[config.mk]
export PLATFORM = sky130hd
export DESIGN_NAME = mux_21_flat
export DESIGN_NICKNAME = d
export VERILOG_FILES = /design/src/rtl/mux_21_if.sv /design/src/rtl/mux_21.sv /design/src/flat_wrapper.sv
export SDC_FILE = /design/constraint.sdc
export NUM_CORES = 1
export LEC_CHECK = 0
export CAP_MARGIN = 20
export CORE_MARGIN = 2
export CORE_UTILIZATION = 35
export DETAILED_ROUTE_END_ITERATION = 8
export GPL_TIMING_DRIVEN = 0
export PLACE_DENSITY = 0.83
export SYNTH_ARGS = -nofsm -noshare
export SYNTH_HDL_FRONTEND = slang
export SYNTH_SLANG_ARGS = --single-unit
export TNS_END_PERCENT = 1
[constraint.sdc]
create_clock -name clk -period 2.23 [get_ports clk]
set_input_delay 0.223 -clock clk [delete_from_list [all_inputs] [get_ports clk]]
set_output_delay 0.223 -clock clk [all_outputs]
set_load 0.01 [all_outputs]
[src/rtl/mux_21_if.sv]
// rtl/mux_21_if.sv - data/select bundle shared by mux_21 and whatever drives it
// The slave side is the mux itself; master is the producer of a/b/control.
interface mux_21_if #(
    parameter int WIDTH = 32,
    parameter int CNT_W = 16
);
    logic [WIDTH-1:0] a;
    logic [WIDTH-1:0] b;
    logic             control;
    logic [WIDTH-1:0] y;
    logic [WIDTH-1:0] y_q;
    logic             control_q;
    logic [CNT_W-1:0] sel_changes;

    modport master (
        output a,
        output b,
        output control,
        input  y,
        input  y_q,
        input  control_q,
        input  sel_changes
    );

    modport slave (
        input  a,
        input  b,
        input  control,
        output y,
        output y_q,
        output control_q,
        output sel_changes
    );
endinterface

[src/rtl/mux_21.sv]
// rtl/mux_21.sv - 2:1 mux with registered copies and a saturating select-change counter
// y is purely combinational and ignores rst; only the registered side is reset.
module mux_21 #(
    parameter int WIDTH = 32,
    parameter int CNT_W = 16
) (
    input  logic     clk,
    input  logic     rst,
    mux_21_if.slave  bus
);
    logic [WIDTH-1:0] y_q_r;
    logic             control_q_r;
    logic [CNT_W-1:0] sel_changes_r;
    logic             sel_changed;
    logic             cnt_full;

    // The ?: form merges a and b bitwise when control is unknown in simulation.
    assign bus.y = bus.control ? bus.b : bus.a;

    assign sel_changed = (bus.control != control_q_r);
    assign cnt_full    = (sel_changes_r == {CNT_W{1'b1}});

    always_ff @(posedge clk or posedge rst) begin
        if (rst) begin
            y_q_r         <= '0;
            control_q_r   <= 1'b0;
            sel_changes_r <= '0;
        end else begin
            y_q_r       <= bus.y;
            control_q_r <= bus.control;
            if (sel_changed && !cnt_full) begin
                sel_changes_r <= sel_changes_r + CNT_W'(1);
            end
        end
    end

    assign bus.y_q         = y_q_r;
    assign bus.control_q   = control_q_r;
    assign bus.sel_changes = sel_changes_r;
endmodule

[src/flat_wrapper.sv]
// flat-port wrapper written by rule: the top's interface ports become plain ports
module mux_21_flat 
#(
    parameter int WIDTH = 32,
    parameter int CNT_W = 16
)
  (clk, rst, bus_a, bus_b, bus_control, bus_y, bus_y_q, bus_control_q, bus_sel_changes);
  mux_21_if #(.WIDTH(WIDTH), .CNT_W(CNT_W)) bus_i ();
  input  logic clk;
  input  logic rst;
  input wire logic [$bits(bus_i.a)-1:0] bus_a;
  input wire logic [$bits(bus_i.b)-1:0] bus_b;
  input wire logic [$bits(bus_i.control)-1:0] bus_control;
  output wire logic [$bits(bus_i.y)-1:0] bus_y;
  output wire logic [$bits(bus_i.y_q)-1:0] bus_y_q;
  output wire logic [$bits(bus_i.control_q)-1:0] bus_control_q;
  output wire logic [$bits(bus_i.sel_changes)-1:0] bus_sel_changes;
  assign bus_i.a = bus_a;
  assign bus_i.b = bus_b;
  assign bus_i.control = bus_control;
  assign bus_y = bus_i.y;
  assign bus_y_q = bus_i.y_q;
  assign bus_control_q = bus_i.control_q;
  assign bus_sel_changes = bus_i.sel_changes;
  mux_21 #(.WIDTH(WIDTH), .CNT_W(CNT_W)) u_core (.clk(clk), .rst(rst), .bus(bus_i));
endmodule
* Word-level counts from Yosys, hierarchy flattened
Index checks and enable logic that the tools add are counted.
Widths: inputs -> output; s select.
** Cells by class
- Add/subtract/negate cells :: 1
- Equality and inequality tests :: 2
- Multiplexer cells :: 1
- Reductions and logical operators :: 2
** Operators with widths (number)
- $mux 32 :: 1
- $add 16x1->16 const B :: 1
- $eq 16x16->1 const B :: 1
- $logic_and 1x1->1 :: 1
- $logic_not 1->1 :: 1
- $ne 1x1->1 :: 1
** Word-level totals
- Bits in registers :: 49
- Output and inout port bits :: 81
- Input bits :: 67
- Logic and storage cells :: 9

* Depth between registers and ports, before layout
Gate-level depths: netlist of the first run.
- Depth after elaboration :: 3
- Mapped depth :: 5
- Gate-level depth less buffers :: 5

* Least setup slack after synthesis of the first run
Ideal clock, no wire load.
- Kind :: flip-flop to flip-flop
- Start :: reg u_core.sel_changes_r[0] (netlist: u_core.bus.sel_changes[0])
- End :: reg u_core.sel_changes_r[1] (netlist: u_core.bus.sel_changes[1])
- Setup time :: 0.125 ns
- Slack :: 0.546 ns
- Period minus slack after synthesis :: 1.684 ns
- Buffers on the path :: 0
- Data required time :: 2.105 ns
- Stages on the path, launching flop included :: 6
- Data arrival time :: 1.558 ns
- Cells stage by stage :: dfrtp_1 -> ha_1 -> nand3_1 -> nor4_4 -> nor2_2 -> mux2_4
** Between the ends
- Longest elaborated chain between the ends :: 3
- Elaborated cells on any way between the ends :: 4
- Those cells by class :: 1 x add/sub; 1 x eq/ne; 2 x reduce/logical
** RTL lines
- start: declaration :: RTL line mux_21.sv:13 : logic [CNT_W-1:0] sel_changes_r;
- start signal: assignment :: RTL line mux_21.sv:32 : sel_changes_r <= sel_changes_r + CNT_W'(1);
- parallel branches: the longest is 3 deep, another holds $add 16x1->16
Parallel ways; which one is timed is not known.
A chain may end at the register's enable or synchronous reset.

* Worst setup path after layout of the first run
- Start :: in bus_control
- End :: out bus_y[8]
** Between the ends
- Longest elaborated chain between the ends :: 1
** RTL lines
- start: declaration :: RTL line flat_wrapper.sv:13 : input wire logic [$bits(bus_i.control)-1:0] bus_control;
- $mux 32 :: RTL line mux_21.sv:18 : assign bus.y = bus.control ? bus.b : bus.a;
- end: declaration :: RTL line flat_wrapper.sv:14 : output wire logic [$bits(bus_i.y)-1:0] bus_y;
No other way between the ends.

==> results of run 1 <==
[flip-flops by register name (all words and copies together), names as in the netlist]
signal and cells:
u_core.bus.sel_changes 16, u_core.bus.control_q 1, u_core.bus.y_q 32
[report_power, final]
part	switching (µW)	leakage, µW	internal [µW]
registers	107	0.000584	995
logic	284	0.000947	480
clock network	277	0.0000450	218
[layer usage]
metal  vias up  track usage [%]  share of wire, %
met1       849             19.9                37
met3         2             5.89               8.6
met5         -                0                 0
met4         0             4.07              0.33
met2        83             31.4                54
li1        824                -                 -
[layout by cell type, fill, tap and decap left out, types with 3 or more instances in the layout]
cell               n
a41oi_1            3
clkbuf_8           6
clkdlybuf4s50_1  147
dfrtp_1           49
mux2_2            32
nand2_1            4
nand3_1            3
nor2_1             7
nor3_1             3
xor2_1            10
[metrics by stage]
stage                     std cells  worst slack (ns)
final                           377            0.0610
after global routing            377         -0.000737
after CTS                       377           0.00583
after detailed placement        369            -0.302
after global placement          368            -0.253
after floorplan                 146             0.546
[logic make-up (layout without fill, tap and decap cells)]
logic type               count (synthesis)  count (layout)  synth area share, %
AO/OA/AOI/OAI                            7               7                 2.21
XOR/XNOR                                13              13                 5.79
adder cells (fa/ha/maj)                  1               1                0.597
buffers and inverters                    7             163                 1.43
flip-flops                              49              49                 58.5
multiplexers                            33              33                 17.9
AND/OR/NAND/NOR                         36              36                 13.6
[synth_stat cells (all sizes together)]
library cell and instances:
nand4 4, nor3 4, or3 1, o21ai 2, xor2 11, xnor2 2, nor2 8, buf 1
nor3b 3, inv 3, a21oi 2, dfrtp 49, nor4 3, a41oi 3, clkbuf 3, nor4b 1
nand3 4, nand2 4, ha 1, and4 2, mux2 33, and3 2
[final timing paths]
kind / start / end / depth (start not counted)
setup reg to reg: u_core.bus.sel_changes[0] / u_core.bus.sel_changes[1] / 5
hold / removal: rst / u_core.bus.y_q[19] / 2
setup / recovery: bus_control / bus_y[8] / 5
min in group clk: bus_control / u_core.bus.control_q / 1
max in group asynchronous: rst / u_core.bus.sel_changes[15] / 3
hold reg to reg: u_core.bus.sel_changes[13] / u_core.bus.sel_changes[13] / 1
[layout make-up]
class / instances / share of cell area, %
Clock buffer: 6 / 1.92
Buffer: 4 / 1.06
Inverter: 3 / 0.298
Tap cell: 75 / 2.48
Multi-Input combinational cell: 90 / 22.2
Timing Repair Buffer: 148 / 39.4
Clock inverter: 2 / 0.264
Sequential cell: 49 / 32.4
[worst max-delay path, stage by stage]
cell and delay (ns):
clkdlybuf4s50_1 0.48, buf_4 0.18, buf_4 0.20, mux2_2 0.37, clkdlybuf4s50_1 0.48
[timing repair]
action                                  CTS  global route
resized for setup                         7             3
hold endpoints to repair                  0             0
endpoints found under the setup margin   30            20
==> run metrics, run 1 <==
CTS Buffer Depth 2; Remaining DRCs 0; I/O pins 148; largest net degree at the start of global routing 39; Setup TNS Final 0 ns; via count 1,758; CP Class in2out; # rows 28; cells after synthesis 146; first-pass GRT wire length 8.78 mm; antenna viol nets, final 0; number of CTS-inserted buffers 5; Total Power 2360 µW; Synth area leader dfrtp_1; layout net count 369; max-cap violation count 0; class of the worst hold path in2async; share of cells above drive strength 1 19.5%; final period utilization 97.3%; Final Critical Period 2.17 ns; fmax 461 MHz; Syn Std Cell Area 2100 µm²; postcts setup bufs 0; initial antenna violation count 0; diode count 0; Clock Sink Count 49; top cell type's share of synthesized area 58.5%; GRT overflow 0; routed vias/inst 4.66; synthesized area per cell 14.4 µm²; Unique masters post-synth 32; WL/cell 15.1 µm; CTS tree done; die area 6620 µm²; number of synthesized register bits 49; GPL Wtd Cong 0.760; final setup vio count 0; status finished clean; dpl cell area 3680 µm²; FILL cells 443; Die Wd 81.4 µm; core box area 5850 µm²; Final Util 64.7%; synth warn 0; relative slew slack 75.6%; worst skew pair latency 0.29 ns; Worst-path clk slew 0.09 ns; power density over cell area 624 nW/µm²; RSZ-0062 raised after global routing true; number of global-route vias before repair 1,877; register area 1230 µm²; Worst-Margin Slew 0.363 ns; Die Y 81.4 µm; TritonRoute pass-1 iters 2; Final Instance Area 3780 µm²; Initial DRC Count 30; number of buffers added on ports 147; Root Buffer clkbuf_8; Req. time, crit path 2.01 ns; Post-Route WL 5.71 mm; largest cells by area after synthesis dfrtp_1 59%, mux2_2 17%, xor2_1 4.2%; CTS Hold Buffers Added 0; R2R Setup Slk 0.43 ns; Seq/Total Area, Yosys 58.5%; fin. max-slew vios 0; GRT Overall Usage 17.5%; clock skew 0.00496 ns; Syn Nets 214; Worst setup SP type input port; Multi-input gate area 840 µm²; Leak 0.00158 µW; hold slack 0.168 ns; P&R area growth vs syn 80.6%; DPL Wire Length 4.67 mm; crit path max fanout 10; starting density of the core 35.8%; CP arrival 1.95 ns; CTS H-Tree Depth 2; Crit. End Element output pin; Max IR drop VDD 0.389 mV; endpoints failing hold 0
Power figures use the tool's default switching activity.
==> run 2, diff against run 1 <==
SETUP_SLACK_MARGIN = 0.05   (was not set)
==> run metrics, run 2 (synthesized netlist as in run 1, its figures left out) <==
layout net count 369 (unchanged); starting density of the core 35.8% (unchanged); Remaining DRCs 0 (unchanged); Worst-Margin Slew 0.363 ns (unchanged); routed vias/inst 4.67 (about the same); Initial DRC Count 30 (unchanged); CTS tree done; CTS H-Tree Depth 2 (unchanged); GPL Wtd Cong 0.760 (unchanged); Root Buffer clkbuf_8; CP Class in2out; CTS Hold Buffers Added 0 (unchanged); number of global-route vias before repair 1,877 (unchanged); first-pass GRT wire length 8.78 mm (unchanged); Die Wd 81.4 µm (unchanged); most common cell after layout, fill and taps aside clkdlybuf4s50_1; worst skew pair latency 0.29 ns (about the same); Final Util 64.8% (+0.11 points); I/O pins 148 (unchanged); number of CTS-inserted buffers 5 (unchanged); Critical Path Most Common Cell clkdlybuf4s50_1; Post-Route WL 5.70 mm (-0.23%); Worst setup SP type input port; max-cap violation count 0 (unchanged); Clock Sink Count 49 (unchanged); relative slew slack 75.6% (unchanged); DP Cell Count 369 (unchanged); CP arrival 1.95 ns (about the same); cell family with most CP delay buffers and inverters; die area 6620 µm² (unchanged); antenna viol nets, final 0 (unchanged); worst-path cell chain clkdlybuf4s50_1, buf_4, clkbuf_8, mux2_2, clkdlybuf4s50_1; share of cells above drive strength 1 19.5% (unchanged); # rows 28 (unchanged); P&R area growth vs syn 80.9%; final period utilization 97.3% (about the same); commonest non-fill, non-tap cells in the layout 146 x clkdlybuf4s50_1, 49 x dfrtp_1, 32 x mux2_2, 10 x xor2_1, 7 x nor2_1; Die Y 81.4 µm (unchanged); Final Critical Period 2.17 ns (+0.000327 ns); Largest register FFs 32 (unchanged); GRT Overall Usage 17.5% (unchanged); Max stage delay on crit path 0.51 ns (+0.03 ns); fin cells 377 (unchanged); WL/cell 15.1 µm (-0.23%); CTS Buffer Depth 2 (unchanged); via count 1,759 (+0.057%); Worst-path clk slew 0.09 ns (about the same); Leak 0.00159 µW (+0.66%); Setup TNS Final 0 ns (unchanged); core box area 5850 µm² (unchanged); hold slack 0.168 ns (+0.000369 ns); diode count 0 (unchanged); final setup vio count 0 (unchanged); endpoints failing hold 0 (unchanged); TritonRoute pass-1 iters 2 (unchanged); DPL Wire Length 4.67 mm (unchanged); clock skew 0.00546 ns (+0.000506 ns); crit path max fanout 10 (unchanged); class of the worst hold path in2async; number of buffers added on ports 147 (unchanged); power density over cell area 623 nW/µm² (-0.15%); fin. max-slew vios 0 (unchanged); RSZ-0062 raised after global routing true; Req. time, crit path 2.01 ns (about the same); status finished clean; Critical-path top delay cell clkdlybuf4s50_1; Crit. End Element output pin; postcts setup bufs 0 (unchanged); largest net degree at the start of global routing 39 (unchanged); Buf/Inv on CP 4 (unchanged); GRT overflow 0 (unchanged); fmax 461 MHz (about the same); Max IR drop VDD 0.389 mV (about the same); initial antenna violation count 0 (unchanged); Total Power 2360 µW (about the same)
run 2: cell types whose count changed in the layout (fill, tap and decap cells not counted), sizes merged:
cell and change:
clkdlybuf4s50 -1, dlymetal6s2s +1
run 2: where the power goes:
group | internal [µW] | total (µW) | switching (µW)
registers | 995 | 1100 | 107
clock network | 218 | 495 | 277
logic | 480 | 764 | 284
total | 1690 | 2360 | 668
run 2: layer usage:
layer / part of all wire, % / vias to the layer above / global-route usage, % / wire (µm)
met5: 0 / - / 0 / 0
met4: 0.33 / 0 / 4.07 / 19
met3: 8.6 / 2 / 5.89 / 490
met2: 54 / 83 / 31.4 / 3090
met1: 37 / 850 / 19.9 / 2090
li1: - / 824 / - / -
run 2: worst reg2reg max path: stages, from the launching register on:
cell and delay, ns:
dfrtp_1 0.43, ha_1 0.24, nand3_1 0.22, nor4_4 0.40, nor2_2 0.09, mux2_4 0.30
run 2: final cells by class:
class	instances	area, µm²
fill	443	2060
timing repair buffer	148	1490
clock inverter	2	10.0
buffer	4	43.8
tap	75	93.8
clock buffer	6	72.6
sequential	49	1230
multi-input combinational	90	840
inverter	3	11.3
run 2: what timing repair did:
action | in CTS | in global routing
gates resized for setup | 7 | 5
setup endpoints to repair | 30 | 29
gates cloned | 0 | 0
run 2: path summary, 6_finish.rpt:
check / start / slack [ns] / endpoint / cells after the start
setup / recovery: bus_control / 0.06 / bus_y[13] / 5
hold / removal: rst / 0.17 / u_core.bus.y_q[19] / 2
setup reg to reg: u_core.bus.sel_changes[0] / 0.43 / u_core.bus.sel_changes[1] / 5
hold reg to reg: u_core.bus.sel_changes[13] / 0.54 / u_core.bus.sel_changes[13] / 1
max in group asynchronous: rst / 1.57 / u_core.bus.sel_changes[15] / 3
min in group clk: bus_control / 0.41 / u_core.bus.control_q / 1
run 2: metrics by stage:
| stage | setup WS, ns | area, µm² |
|---|---|---|
| floorplan | 0.546 | 2100 |
| global placement | -0.253 | 3660 |
| detailed placement | -0.302 | 3680 |
| CTS | 0.00583 | 3780 |
| global route | 0.00825 | 3790 |
| finish | 0.0607 | 3790 |
